[config.mk]
export PLATFORM = sky130hd
export DESIGN_NAME = ekf_step_sequencer
export DESIGN_NICKNAME = d
export VERILOG_FILES = /design/src/rtl/ekf_step_sequencer.sv
export SDC_FILE = /design/constraint.sdc
export NUM_CORES = 1
export LEC_CHECK = 0
export BUFFER_PORTS_ARGS = -buffer_cell sky130_fd_sc_hd__buf_2
export CORE_AREA = 3 3 373 375
export CTS_BUF_LIST = sky130_fd_sc_hd__clkbuf_16
export CTS_CLUSTER_DIAMETER = 150
export DETAILED_ROUTE_END_ITERATION = 8
export DIE_AREA = 0 0 376 378
export PLACE_DENSITY = 0.39
export SETUP_SLACK_MARGIN = 0.3
export SLEW_MARGIN = 20
export SYNTH_ARGS = -nofsm -noshare
export SYNTH_HDL_FRONTEND = slang
export SYNTH_SLANG_ARGS = --single-unit
[constraint.sdc]
create_clock -name clk -period 2.8 [get_ports clk]
set_clock_uncertainty 0.1 [all_clocks]
set_input_delay 0.56 -clock clk [delete_from_list [all_inputs] [get_ports clk]]
set_output_delay 0.56 -clock clk [all_outputs]
set_load 0.05 [all_outputs]
[src/rtl/ekf_step_sequencer.sv]
// ekf_step_sequencer
// Runs one EKF iteration per current-sample strobe around an external
// combinational prediction datapath and the trig / covariance / correction
// units. Owns the estimated state registers and wraps theta on commit.
//
// Start/done protocol: each *_start output is a one-cycle pulse issued on the
// cycle the FSM enters the matching wait state; the unit answers with a
// one-cycle *_done strobe on any later cycle (or the same cycle as the start).
// A done strobe is acted on only while the FSM waits for it, and the next
// action follows exactly one cycle after the strobe. A wait that lasts
// TIMEOUT cycles without its strobe aborts the iteration and sets the sticky
// fault flag.

module ekf_step_sequencer #(
    parameter int N       = 32,
    parameter int Q       = 18,
    parameter int TIMEOUT = 1023,
    parameter int PI_Q    = 823550,
    parameter int TWOPI_Q = 1647099
) (
    input  logic         clk,
    input  logic         reset,

    input  logic         sample_valid,
    input  logic [N-1:0] ialpha_m,
    input  logic [N-1:0] ibeta_m,
    input  logic [N-1:0] valpha_m,
    input  logic [N-1:0] vbeta_m,

    output logic         trig_start,
    output logic [N-1:0] trig_angle,
    input  logic         trig_done,
    input  logic [N-1:0] sin_in,
    input  logic [N-1:0] cos_in,

    output logic [N-1:0] ialpha,
    output logic [N-1:0] ibeta,
    output logic [N-1:0] omega,
    output logic [N-1:0] theta,
    output logic [N-1:0] valpha,
    output logic [N-1:0] vbeta,
    output logic [N-1:0] stheta,
    output logic [N-1:0] ctheta,
    input  logic [N-1:0] ialphae,
    input  logic [N-1:0] ibetae,
    input  logic [N-1:0] omegae,
    input  logic [N-1:0] thetae,

    output logic         cov_start,
    input  logic         cov_done,

    output logic         corr_start,
    output logic [N-1:0] xp_ialpha,
    output logic [N-1:0] xp_ibeta,
    output logic [N-1:0] xp_omega,
    output logic [N-1:0] xp_theta,
    output logic [N-1:0] zm_ialpha,
    output logic [N-1:0] zm_ibeta,
    input  logic         corr_done,
    input  logic [N-1:0] xc_ialpha,
    input  logic [N-1:0] xc_ibeta,
    input  logic [N-1:0] xc_omega,
    input  logic [N-1:0] xc_theta,

    output logic         busy,
    output logic         est_valid,
    output logic [15:0]  overrun_cnt,
    output logic         fault,
    output logic [2:0]   state_dbg
);

    localparam int CW = (TIMEOUT > 1) ? $clog2(TIMEOUT) : 1;
    localparam logic signed [N-1:0] PI_W    = N'(PI_Q);
    localparam logic signed [N-1:0] TWOPI_W = N'(TWOPI_Q);

    if (TIMEOUT < 1 || Q < 0 || Q >= N) begin : g_bad_params
        $error("ekf_step_sequencer: TIMEOUT must be >= 1 and 0 <= Q < N");
    end

    typedef enum logic [2:0] {
        S_IDLE = 3'd0,
        S_TRIG = 3'd1,
        S_PRED = 3'd2,
        S_COV  = 3'd3,
        S_CORR = 3'd4,
        S_WRAP = 3'd5
    } state_t;

    state_t                 state;
    logic [CW-1:0]          wait_cnt;
    logic                   wait_expired;
    logic [N-1:0]           xc_ialpha_q;
    logic [N-1:0]           xc_ibeta_q;
    logic [N-1:0]           xc_omega_q;
    logic signed [N-1:0]    xc_theta_q;
    logic signed [N-1:0]    theta_wrapped;

    assign wait_expired = (wait_cnt == CW'(TIMEOUT - 1));
    assign trig_angle   = theta;
    assign busy         = (state != S_IDLE);
    assign state_dbg    = state;

    // Single-step wrap of the corrected angle into [-pi, pi).
    always_comb begin
        theta_wrapped = xc_theta_q;
        if (xc_theta_q >= PI_W) begin
            theta_wrapped = xc_theta_q - TWOPI_W;
        end else if (xc_theta_q < -PI_W) begin
            theta_wrapped = xc_theta_q + TWOPI_W;
        end
    end

    // Iteration FSM with all latched operands, pulses, counters and flags.
    always_ff @(posedge clk) begin
        if (reset) begin
            state       <= S_IDLE;
            wait_cnt    <= '0;
            trig_start  <= 1'b0;
            cov_start   <= 1'b0;
            corr_start  <= 1'b0;
            est_valid   <= 1'b0;
            fault       <= 1'b0;
            overrun_cnt <= '0;
            ialpha      <= '0;
            ibeta       <= '0;
            omega       <= '0;
            theta       <= '0;
            valpha      <= '0;
            vbeta       <= '0;
            stheta      <= '0;
            ctheta      <= '0;
            xp_ialpha   <= '0;
            xp_ibeta    <= '0;
            xp_omega    <= '0;
            xp_theta    <= '0;
            zm_ialpha   <= '0;
            zm_ibeta    <= '0;
            xc_ialpha_q <= '0;
            xc_ibeta_q  <= '0;
            xc_omega_q  <= '0;
            xc_theta_q  <= '0;
        end else begin
            trig_start <= 1'b0;
            cov_start  <= 1'b0;
            corr_start <= 1'b0;
            est_valid  <= 1'b0;

            // A sample arriving mid-iteration is dropped and counted.
            if (sample_valid && state != S_IDLE && overrun_cnt != 16'hFFFF) begin
                overrun_cnt <= overrun_cnt + 16'd1;
            end

            case (state)
                S_IDLE: begin
                    if (sample_valid) begin
                        zm_ialpha  <= ialpha_m;
                        zm_ibeta   <= ibeta_m;
                        valpha     <= valpha_m;
                        vbeta      <= vbeta_m;
                        trig_start <= 1'b1;
                        wait_cnt   <= '0;
                        state      <= S_TRIG;
                    end
                end
                S_TRIG: begin
                    if (trig_done) begin
                        stheta <= sin_in;
                        ctheta <= cos_in;
                        state  <= S_PRED;
                    end else if (wait_expired) begin
                        fault <= 1'b1;
                        state <= S_IDLE;
                    end else begin
                        wait_cnt <= wait_cnt + CW'(1);
                    end
                end
                S_PRED: begin
                    xp_ialpha <= ialphae;
                    xp_ibeta  <= ibetae;
                    xp_omega  <= omegae;
                    xp_theta  <= thetae;
                    cov_start <= 1'b1;
                    wait_cnt  <= '0;
                    state     <= S_COV;
                end
                S_COV: begin
                    if (cov_done) begin
                        corr_start <= 1'b1;
                        wait_cnt   <= '0;
                        state      <= S_CORR;
                    end else if (wait_expired) begin
                        fault <= 1'b1;
                        state <= S_IDLE;
                    end else begin
                        wait_cnt <= wait_cnt + CW'(1);
                    end
                end
                S_CORR: begin
                    if (corr_done) begin
                        xc_ialpha_q <= xc_ialpha;
                        xc_ibeta_q  <= xc_ibeta;
                        xc_omega_q  <= xc_omega;
                        xc_theta_q  <= xc_theta;
                        state       <= S_WRAP;
                    end else if (wait_expired) begin
                        fault <= 1'b1;
                        state <= S_IDLE;
                    end else begin
                        wait_cnt <= wait_cnt + CW'(1);
                    end
                end
                S_WRAP: begin
                    ialpha    <= xc_ialpha_q;
                    ibeta     <= xc_ibeta_q;
                    omega     <= xc_omega_q;
                    theta     <= theta_wrapped;
                    est_valid <= 1'b1;
                    state     <= S_IDLE;
                end
                default: begin
                    state <= S_IDLE;
                end
            endcase
        end
    end

endmodule
==> metrics.yaml, run 1 <==
status:
  status: "completed"
finish:
  fillers: 15100
  final_cell_count_no_fill: 6018
  finalInstanceArea_um2: 36400
  layout-drive-gt1-share_pct: 29.5
  nets: 4636
  area_growth_pct: 60.6
logic_synthesis:
  avgSynthCellArea_um2: 7.78
  synth_cells: 2912
  netlist-cell-type-count: 64
  syn_area_um2: 22600
  seq_area_frac_synth_pct: 53.9
  async_reset_ff_share_pct: 0
  synth_common_cells: "nand2_1, dfxtp_1, a21oi_1"
  synth_edf_count: 0
  ys_ff_latch: 610
  synth.largest_area_cell: "dfxtp_1"
  synth_top_cell_area_share_pct: 53.9
  synth_ff_type: "dfxtp_1"
  synth_most_common_cell: "nand2_1"
  synth.area.top_cells: "dfxtp_1, nand2_1, a21oi_1, clkbuf_1, buf_4"
  syn-num-nets: 3372
  ys_warn_count: 0
placement:
  placed_cell_area_um2: 29800
  dpl.cell_count: 5509
  post-dp-hpwl_um: 74000
  io_buffers: 958
  place_ws_ps: -46.1
  gp_congestion: 0.813
drt:
  drt_iter0_drc: 1114
  wirelength_um: 103000
  firstDrtPassIters: 5
  via_per_inst: 4.02
  num_vias: 24200
  wl_per_cell_um: 17.1
  antenna_left: 0
  drc: 0
die:
  die_area_um2: 142000
  die_h_um: 378
  pin_count: 959
  initial_core_util_pct: 16.7
  die_x_um: 376
  core-area_um2: 136000
  row_count: 135
timing:
  max_freq_ghz: 0.359
  fin_tns_setup_ps: 0
  tightest_slew_ps: 947
  max_slew_margin_pct: 36.9
  setup_viol: 0
  hold_violations: 0
  post-route-min-period_ps: 2780
  rsz0062_at_grt: "yes"
  period_share_pct: 99.4
  slew_violations: 0
  worst_slack_ps: 17.1
cts:
  cts_tree: "done"
  clkTransAtPathRegs_ps: 60
  cts_buffers: 78
  cts_root_buffer: "clkbuf_16"
  insertion_delay_ps: 650
  htreeDepth: 3
  cts.sinks: 610
  clockBufferDepth: 3
setup_path:
  crit_type: "reg -> reg"
  reg2reg_from: "xc_theta_q[11]$_SDFFE_PP0P_"
  start_kind: "register"
  critPathLaunch: "xc_theta_q[11]$_SDFFE_PP0P_"
  worst_ep_arrival_time_ps: 3240
  worstReg2RegEnd: "theta[30]$_SDFFE_PP0P_"
  worstPathRequired_ps: 3260
  path_max_fanout: 4
  critPathCaptureType: "register"
  crit_end: "theta[30]$_SDFFE_PP0P_"
  r2r_cells: 7
  rrSetupSlack_ps: 20
power_and_ir_drop:
  power_mw: 21.3
  peakVddDrop_uv: 351
  p_per_area_nw_per_um2: 585
  p_leak_nw: 15.2
global_routing:
  grt_max_degree: 89
  grt_pass1_vias: 23800
  grt-ovfl-total: 0
  antenna_found_initial: 11
  gr-max-usage-layer: "met2"
  grt_pass1_wl_um: 149000
  grtUsageMet3_pct: 3.92
  grt_usage_pct: 13.6
  use_met1_pct: 16.5
  grtUsageMet2_pct: 22.8
worst_hold_path:
  hold_class: "in -> reg"
job:
  drv_cap: 0
[cell families after synthesis]
logic type,after synthesis,share of synthesized area [%]
compound gates,678,16.1
buf+inv,262,4.91
xor+xnor,43,1.66
simple gates,1309,22.8
fa+ha+maj,6,0.332
flops,610,53.9
mux,4,0.182
[stage by stage]
stage | util (%) | hold slack (ps)
after floorplan | - | 332
after global placement | 22.0 | 337
after detailed placement | 22.0 | 343
after CTS | 26.7 | 0.320
after global routing | 26.8 | 19.3
final | 26.8 | 82.6
[routing by layer]
| layer | vias up | wire [um] |
|---|---|---|
| li1 | 12100 | - |
| met1 | 11300 | 43400 |
| met2 | 703 | 49000 |
| met3 | 156 | 6820 |
| met4 | 8 | 3500 |
| met5 | - | 55 |
[what timing repair did]
item / in CTS / in global routing
gates resized for setup: 61 / 35
hold buffers: 356 / 0
buffers inserted: 7 / 4
gates cloned: 1 / 0
pin swaps: 24 / 26
endpoints found under the setup margin: 33 / 33
hold endpoints to repair: 356 / 0
[cells in the final DEF (no fill, tap or decap), types with 5 or more instances in the layout]
| cell type | n |
|---|---|
| buf_2 | 956 |
| o21ai_0 | 9 |
| o21a_1 | 5 |
| inv_1 | 25 |
| xnor2_1 | 19 |
| clkinv_2 | 9 |
| dfxtp_1 | 608 |
| nand2_1 | 1140 |
| buf_4 | 87 |
| o211ai_1 | 6 |
| clkbuf_16 | 78 |
| and3_1 | 8 |
| or2_2 | 5 |
| bufinv_16 | 9 |
| buf_6 | 5 |
| a211oi_1 | 6 |
| nand2b_1 | 5 |
| nand3_1 | 24 |
| dlygate4sd3_1 | 356 |
| diode_2 | 5 |
| clkinv_1 | 19 |
| a31oi_1 | 5 |
| nor2_1 | 51 |
| o21ai_1 | 23 |
| nor3_1 | 19 |
| or3_1 | 8 |
| a21oi_1 | 558 |
| and2_1 | 5 |
| buf_12 | 22 |
| xor2_1 | 21 |
| ha_1 | 6 |
| nand4_1 | 9 |
[area by class of cell]
cell class                 count  area, um^2  share of cell area (%)
sequential                   610       12200                    33.6
multi-input combinational   2040        9800                    26.9
antenna                        5        12.5                  0.0344
clock inverter                58         533                    1.47
inverter                      15        56.3                   0.155
timing repair buffer        1431        9580                    26.3
clock buffer                  78        1950                    5.37
tap                         1781        2230                    6.13
[worst max-delay path, cell delays in order, from the launching register on]
cell      delay, ps
dfxtp_1         300
or3_4           380
or4_4           440
o311a_4         340
a21o_4          230
o32a_1          310
or3_1           360
a311oi_2        240
[how the worst min path moves through the flow]
stage                                 from                            to  slack (ps)  cells after the start
6_report                       ialpha_m[6]     zm_ialpha[6]$_SDFFE_PP0P_          80                      3
4_1_cts                      xc_ialpha[28]  xc_ialpha_q[28]$_SDFFE_PP0P_         0.3                      3
3_3_place_gp    xc_ibeta_q[3]$_SDFFE_PP0P_         ibeta[3]$_SDFFE_PP0P_         340                      2
3_5_place_dp    xc_ibeta_q[5]$_SDFFE_PP0P_         ibeta[5]$_SDFFE_PP0P_         340                      2
5_1_grt                       xc_omega[26]   xc_omega_q[26]$_SDFFE_PP0P_          20                      3
2_1_floorplan  xc_ialpha_q[0]$_SDFFE_PP0P_        ialpha[0]$_SDFFE_PP0P_         330                      2
[report_power, final]
group	internal, mW	switching (mW)	total, mW
sequential	8.87	0.0968	8.96
combinational	0.879	1.47	2.35
clock	5.89	4.07	9.96
Note: power is estimated with default switching activity, not from simulation.
==> run 2: changes to the inputs <==
==> constraint.sdc (replaced) <==
create_clock -name clk -period 2.8 [get_ports clk]
set_clock_uncertainty 0.1 [all_clocks]
set_input_delay 0.56 -clock clk [delete_from_list [all_inputs] [get_ports clk]]
set_output_delay 0.56 -clock clk [all_outputs]
set_load 0.01 [all_outputs]
==> run 2 against run 1 <==
Net effect: via count grew 0.24%; sequential share of layout area is 0.12 points higher; worst setup slack worse by 14 ps; total power down 2.1%; register-to-register slack about the same; die area unchanged; count of clock-buffer cells in the layout rose by 5; cell area fell by 0.33%; hold slack better by 3.1 ps.
==> metrics.yaml, run 2 (synthesis gave the netlist of run 1 again) <==
global_routing:
  grt_usage_pct: 13.8
  grt_pass1_vias: 23900
  antenna_found_initial: 12
  grt_max_degree: 128
  grt-ovfl-total: 0
  grt_pass1_wl_um: 151000
timing:
  hold_violations: 0
  slew_violations: 0
  post-route-min-period_ps: 2800
  max_freq_ghz: 0.358
  max_slew_margin_pct: 37.6
  fin_hold_ws_ps: 85.7
  setup_viol: 0
  rsz0062_at_grt: "yes"
  period_share_pct: 99.9
  tightest_slew_ps: 937
setup_path:
  crit_chain: "or3_4 > or4_4 > o311a_4 > a21o_4 > o32a_1 > or3_1 > a311oi_2"
  worstPathRequired_ps: 3240
  max_stage_delay_ps: 440
  r2r_cells: 7
  reg2reg_from: "xc_theta_q[11]$_SDFFE_PP0P_"
  crit_type: "reg -> reg"
  slowest_stage: "or4_4"
  rrSetupSlack_ps: 3
  worst_ep_arrival_time_ps: 3230
  path_max_fanout: 3
  start_kind: "register"
  worstReg2RegEnd: "theta[30]$_SDFFE_PP0P_"
  critPathCaptureType: "register"
cts:
  cts_buffers: 79
  cts_root_buffer: "clkbuf_16"
  insertion_delay_ps: 640
  clockBufferDepth: 3
  htreeDepth: 3
  cts_tree: "done"
  cts.sinks: 610
  clkTransAtPathRegs_ps: 60
status:
  status: "completed"
die:
  pin_count: 959
  die_x_um: 376
  core-area_um2: 136000
  row_count: 135
  die_area_um2: 142000
  die_h_um: 378
  initial_core_util_pct: 16.7
finish:
  final_common_cell: "nand2_1"
  final_util_pct: 26.7
  finalInstanceArea_um2: 36300
  layout-drive-gt1-share_pct: 29.2
  mostFrequentLayoutCells: "nand2_1, buf_2, dfxtp_1"
  area_growth_pct: 60.1
  nets: 4617
placement:
  post-dp-hpwl_um: 75100
  gp_congestion: 0.825
  placed_cell_area_um2: 29600
  io_buffers: 958
power_and_ir_drop:
  p_leak_nw: 15.2
  peakVddDrop_uv: 395
  p_per_area_nw_per_um2: 574
job:
  drv_cap: 0
worst_hold_path:
  min_from: "xc_ialpha[3]"
  hold_class: "in -> reg"
  holdPathEnd: "xc_ialpha_q[3]$_SDFFE_PP0P_"
  worst_hold_path.num_cells: 3
drt:
  firstDrtPassIters: 4
  num_vias: 24200
  drc: 0
  via_per_inst: 4.03
  wirelength_um: 104000
  antenna_left: 0
  wl_per_cell_um: 17.3
  drt_iter0_drc: 1254
[run 2: stage by stage]
| step | TNS (ps) | worst slack (ps) | total power, mW | instances |
|---|---|---|---|---|
| finish | 0 | 2.86 | 20.8 | 6011 |
| global route | -376 | -79.9 | 21.8 | 6008 |
| CTS | -1.24 | -1.24 | 21.3 | 5999 |
| detailed placement | -67.0 | -62.5 | 10.5 | 5494 |
| global placement | -53.6 | -53.6 | 10.5 | 5494 |
| floorplan | 0 | 2.23 | 9.72 | 2912 |
[run 2: worst max path at each step]
stage,slack (ps),start,cells after the start,endpoint
after CTS,-1,xc_theta_q[11]$_SDFFE_PP0P_,7,theta[30]$_SDFFE_PP0P_
final,3,xc_theta_q[11]$_SDFFE_PP0P_,7,theta[30]$_SDFFE_PP0P_
after detailed placement,-60,xc_theta_q[11]$_SDFFE_PP0P_,7,theta[30]$_SDFFE_PP0P_
after global routing,-80,xc_theta_q[11]$_SDFFE_PP0P_,9,theta[14]$_SDFFE_PP0P_
after floorplan,2,xc_theta_q[9]$_SDFFE_PP0P_,8,theta[30]$_SDFFE_PP0P_
after global placement,-50,xc_theta_q[11]$_SDFFE_PP0P_,7,theta[30]$_SDFFE_PP0P_
[run 2: cell type report]
| class | count | area, um^2 |
|---|---|---|
| sequential | 610 | 12200 |
| clock buffer | 83 | 2080 |
| timing repair buffer | 1411 | 9440 |
| tap | 1781 | 2230 |
| fill | 15000 | 99400 |
| clock inverter | 63 | 483 |
| antenna | 8 | 20.0 |
| multi-input combinational | 2040 | 9740 |
| inverter | 15 | 56.3 |
[run 2: worst max-delay path: cells and delay by family, from the launching register on]
kind / cells / cell delay, ps
AO/OA/AOI/OAI: 4 / 1100
AND/OR/NAND/NOR: 3 / 1190
flip-flops: 1 / 310
[run 2: power by group]
group          total [mW]  internal, mW  leakage [nW]  switching, mW
combinational        1.78         0.851          8.94          0.927
clock                10.1          5.99          1.30           4.09
sequential           8.96          8.87          4.94         0.0898
[run 2: timing repair]
action,4_1_cts,5_1_grt
gates resized for setup,71,14
pin swaps,29,20
endpoints found under the setup margin,32,32
hold buffers,351,0
hold endpoints to repair,351,0
setup buffers,7,4
gates cloned,1,0
[run 2: per-layer routing]
layer | GRT usage, % | vias up | part of all wire, %
met3 | 4.12 | 177 | 6.8
met1 | 16.1 | 11300 | 41
met4 | 5.21 | 6 | 3.6
li1 | - | 12000 | -
met5 | 0 | - | 0.036
met2 | 23.6 | 735 | 49
==> run 3: changes to the inputs <==
--- a/config.mk
+++ b/config.mk
@@ -6,12 +6,14 @@
 export NUM_CORES = 1
 export LEC_CHECK = 0
 export BUFFER_PORTS_ARGS = -buffer_cell sky130_fd_sc_hd__buf_2
-export CORE_AREA = 3 3 373 375
+export CELL_PAD_IN_SITES_DETAIL_PLACEMENT = 0
+export CELL_PAD_IN_SITES_GLOBAL_PLACEMENT = 1
+export CORE_AREA = 3 3 374 376
 export CTS_BUF_LIST = sky130_fd_sc_hd__clkbuf_16
 export CTS_CLUSTER_DIAMETER = 150
 export DETAILED_ROUTE_END_ITERATION = 8
-export DIE_AREA = 0 0 376 378
-export PLACE_DENSITY = 0.39
+export DIE_AREA = 0 0 377 379
+export PLACE_DENSITY = 0.5
 export SETUP_SLACK_MARGIN = 0.3
 export SLEW_MARGIN = 20
 export SYNTH_ARGS = -nofsm -noshare
==> run 3 against run 2 <==
Net effect: the run now ends with setup timing left; first-iteration DRC count is 13% lower; cell area up 1.2%; critical endpoint unchanged; worst setup slack got worse by 41 ps; clock power is essentially flat.
==> metrics.yaml, run 3 (synthesis gave the netlist of run 1 again) <==
power_and_ir_drop:
  seqPwrFrac_pct: 43.4
  p_sw_mw: 5.19
  p_leak_nw: 15.3
  p_per_area_nw_per_um2: 563
  p_sw_share_pct: 25.1
  p_int_mw: 15.5
  pwr-share-comb_pct: 9.0
  power_mw: 20.7
  peakVddDrop_uv: 340
  power.clock.fraction_pct: 47.7
drt:
  antenna_left: 0
  firstDrtPassIters: 4
  num_vias: 24200
  drc: 0
  wl_per_cell_um: 17.6
  via_per_inst: 4.00
  wirelength_um: 107000
  drt_iter0_drc: 1093
setup_path:
  crit_type: "reg -> reg"
  critPathCaptureType: "register"
  slowest_stage: "or4_4"
  crit_chain: "or3_4 > or4_4 > o311a_4 > a21o_4 > o32a_1 > or3_1 > a311oi_2"
  start_kind: "register"
  path_max_fanout: 3
  reg2reg_from: "xc_theta_q[11]$_SDFFE_PP0P_"
  critPathLaunch: "xc_theta_q[11]$_SDFFE_PP0P_"
  max_stage_delay_ps: 440
  worst_ep_arrival_time_ps: 3290
  worstPathRequired_ps: 3250
global_routing:
  grt_pass1_vias: 23800
  antenna_found_initial: 11
  grt-ovfl-total: 0
  grt_pass1_wl_um: 154000
  grt_max_degree: 125
  grt_usage_pct: 14.0
status:
  violations: "setup timing"
  status: "finished with violations"
placement:
  io_buffers: 958
  post-dp-hpwl_um: 77400
  place_ws_ps: -50.1
  gp_congestion: 0.802
timing:
  post-route-min-period_ps: 2840
  worst_slack_ps: -37.8
  setup_viol: 1
  max_slew_margin_pct: 51.8
  slew_violations: 0
  hold_violations: 0
  rsz0062_at_grt: "yes"
  tightest_slew_ps: 722
  period_share_pct: 101
  max_freq_ghz: 0.352
cts:
  clockBufferDepth: 3
  insertion_delay_ps: 660
  cts_buffers: 79
  cts_root_buffer: "clkbuf_16"
  cts_tree: "done"
  clkTransAtPathRegs_ps: 60
  htreeDepth: 3
  cts.sinks: 610
die:
  die_x_um: 377
  core-area_um2: 137000
  die_area_um2: 143000
  row_count: 136
  die_h_um: 379
  pin_count: 959
  initial_core_util_pct: 16.5
finish:
  final_common_cell: "nand2_1"
  area_growth_pct: 62.1
  final_util_pct: 26.8
  nets: 4666
  layout-drive-gt1-share_pct: 29.3
  mostFrequentLayoutCells: "nand2_1, buf_2, dfxtp_1"
worst_hold_path:
  min_from: "xc_theta[22]"
  hold_class: "in -> reg"
job:
  drv_cap: 0
[run 3: area by class of cell]
type | instances | area [um^2]
Fill cell | 15200 | 100000
Sequential cell | 610 | 12200
Timing Repair Buffer | 1460 | 9880
Multi-Input combinational cell | 2040 | 9840
Tap cell | 1794 | 2240
Clock buffer | 81 | 2030
Clock inverter | 56 | 437
Inverter | 15 | 56.3
Antenna cell | 3 | 7.51
[run 3: worst paths after layout]
kind / cells past startpoint / slack [ps] / end
setup reg to reg: 7 / -40 / theta[30]$_SDFFE_PP0P_
hold reg to reg: 2 / 340 / ialpha[15]$_SDFFE_PP0P_
setup / recovery: 7 / -40 / theta[30]$_SDFFE_PP0P_
hold / removal: 3 / 90 / xc_theta_q[22]$_SDFFE_PP0P_
[run 3: per-stage QoR]
step | cells | cell area, um^2 | hold WS, ps | TNS (ps)
detailed placement | 5520 | 29800 | 342 | -63.0
floorplan | 2912 | 22700 | 332 | 0
global placement | 5520 | 29800 | 339 | -46.6
finish | 6059 | 36700 | 85.4 | -37.8
global route | 6057 | 36700 | 34.4 | -333
CTS | 6049 | 36500 | 0.533 | -93.7
[run 3: critical path: cells and delay by family, from the launching register on]
kind / cells / cell delay [ps]
AO/OA/AOI/OAI: 4 / 1110
flip-flops: 1 / 320
AND/OR/NAND/NOR: 3 / 1190
[run 3: metal layers]
layer | vias up | wire, um | global-route usage (%)
met2 | 658 | 52000 | 24.0
met1 | 11300 | 44900 | 17.0
met3 | 152 | 6730 | 3.52
met5 | - | 43 | 0
met4 | 8 | 3180 | 5.15
li1 | 12100 | - | -
[run 3: repair_timing]
action,CTS,global route
hold endpoints to repair,385,0
setup buffers,6,7
gates resized for setup,54,42
cloned,1,0
pin swaps,29,29
hold buffers,385,0
setup endpoints to repair,33,33
[run 3: power groups by stage]
stage | registers (mW) | logic [mW] | clock network, mW
after detailed placement | 9.15 | 1.41 | 0
after global routing | 8.98 | 2.02 | 10.6
after global placement | 9.14 | 1.41 | 0
after CTS | 8.96 | 1.88 | 10.3
final | 8.96 | 1.85 | 9.84
after floorplan | 9.23 | 0.490 | 0
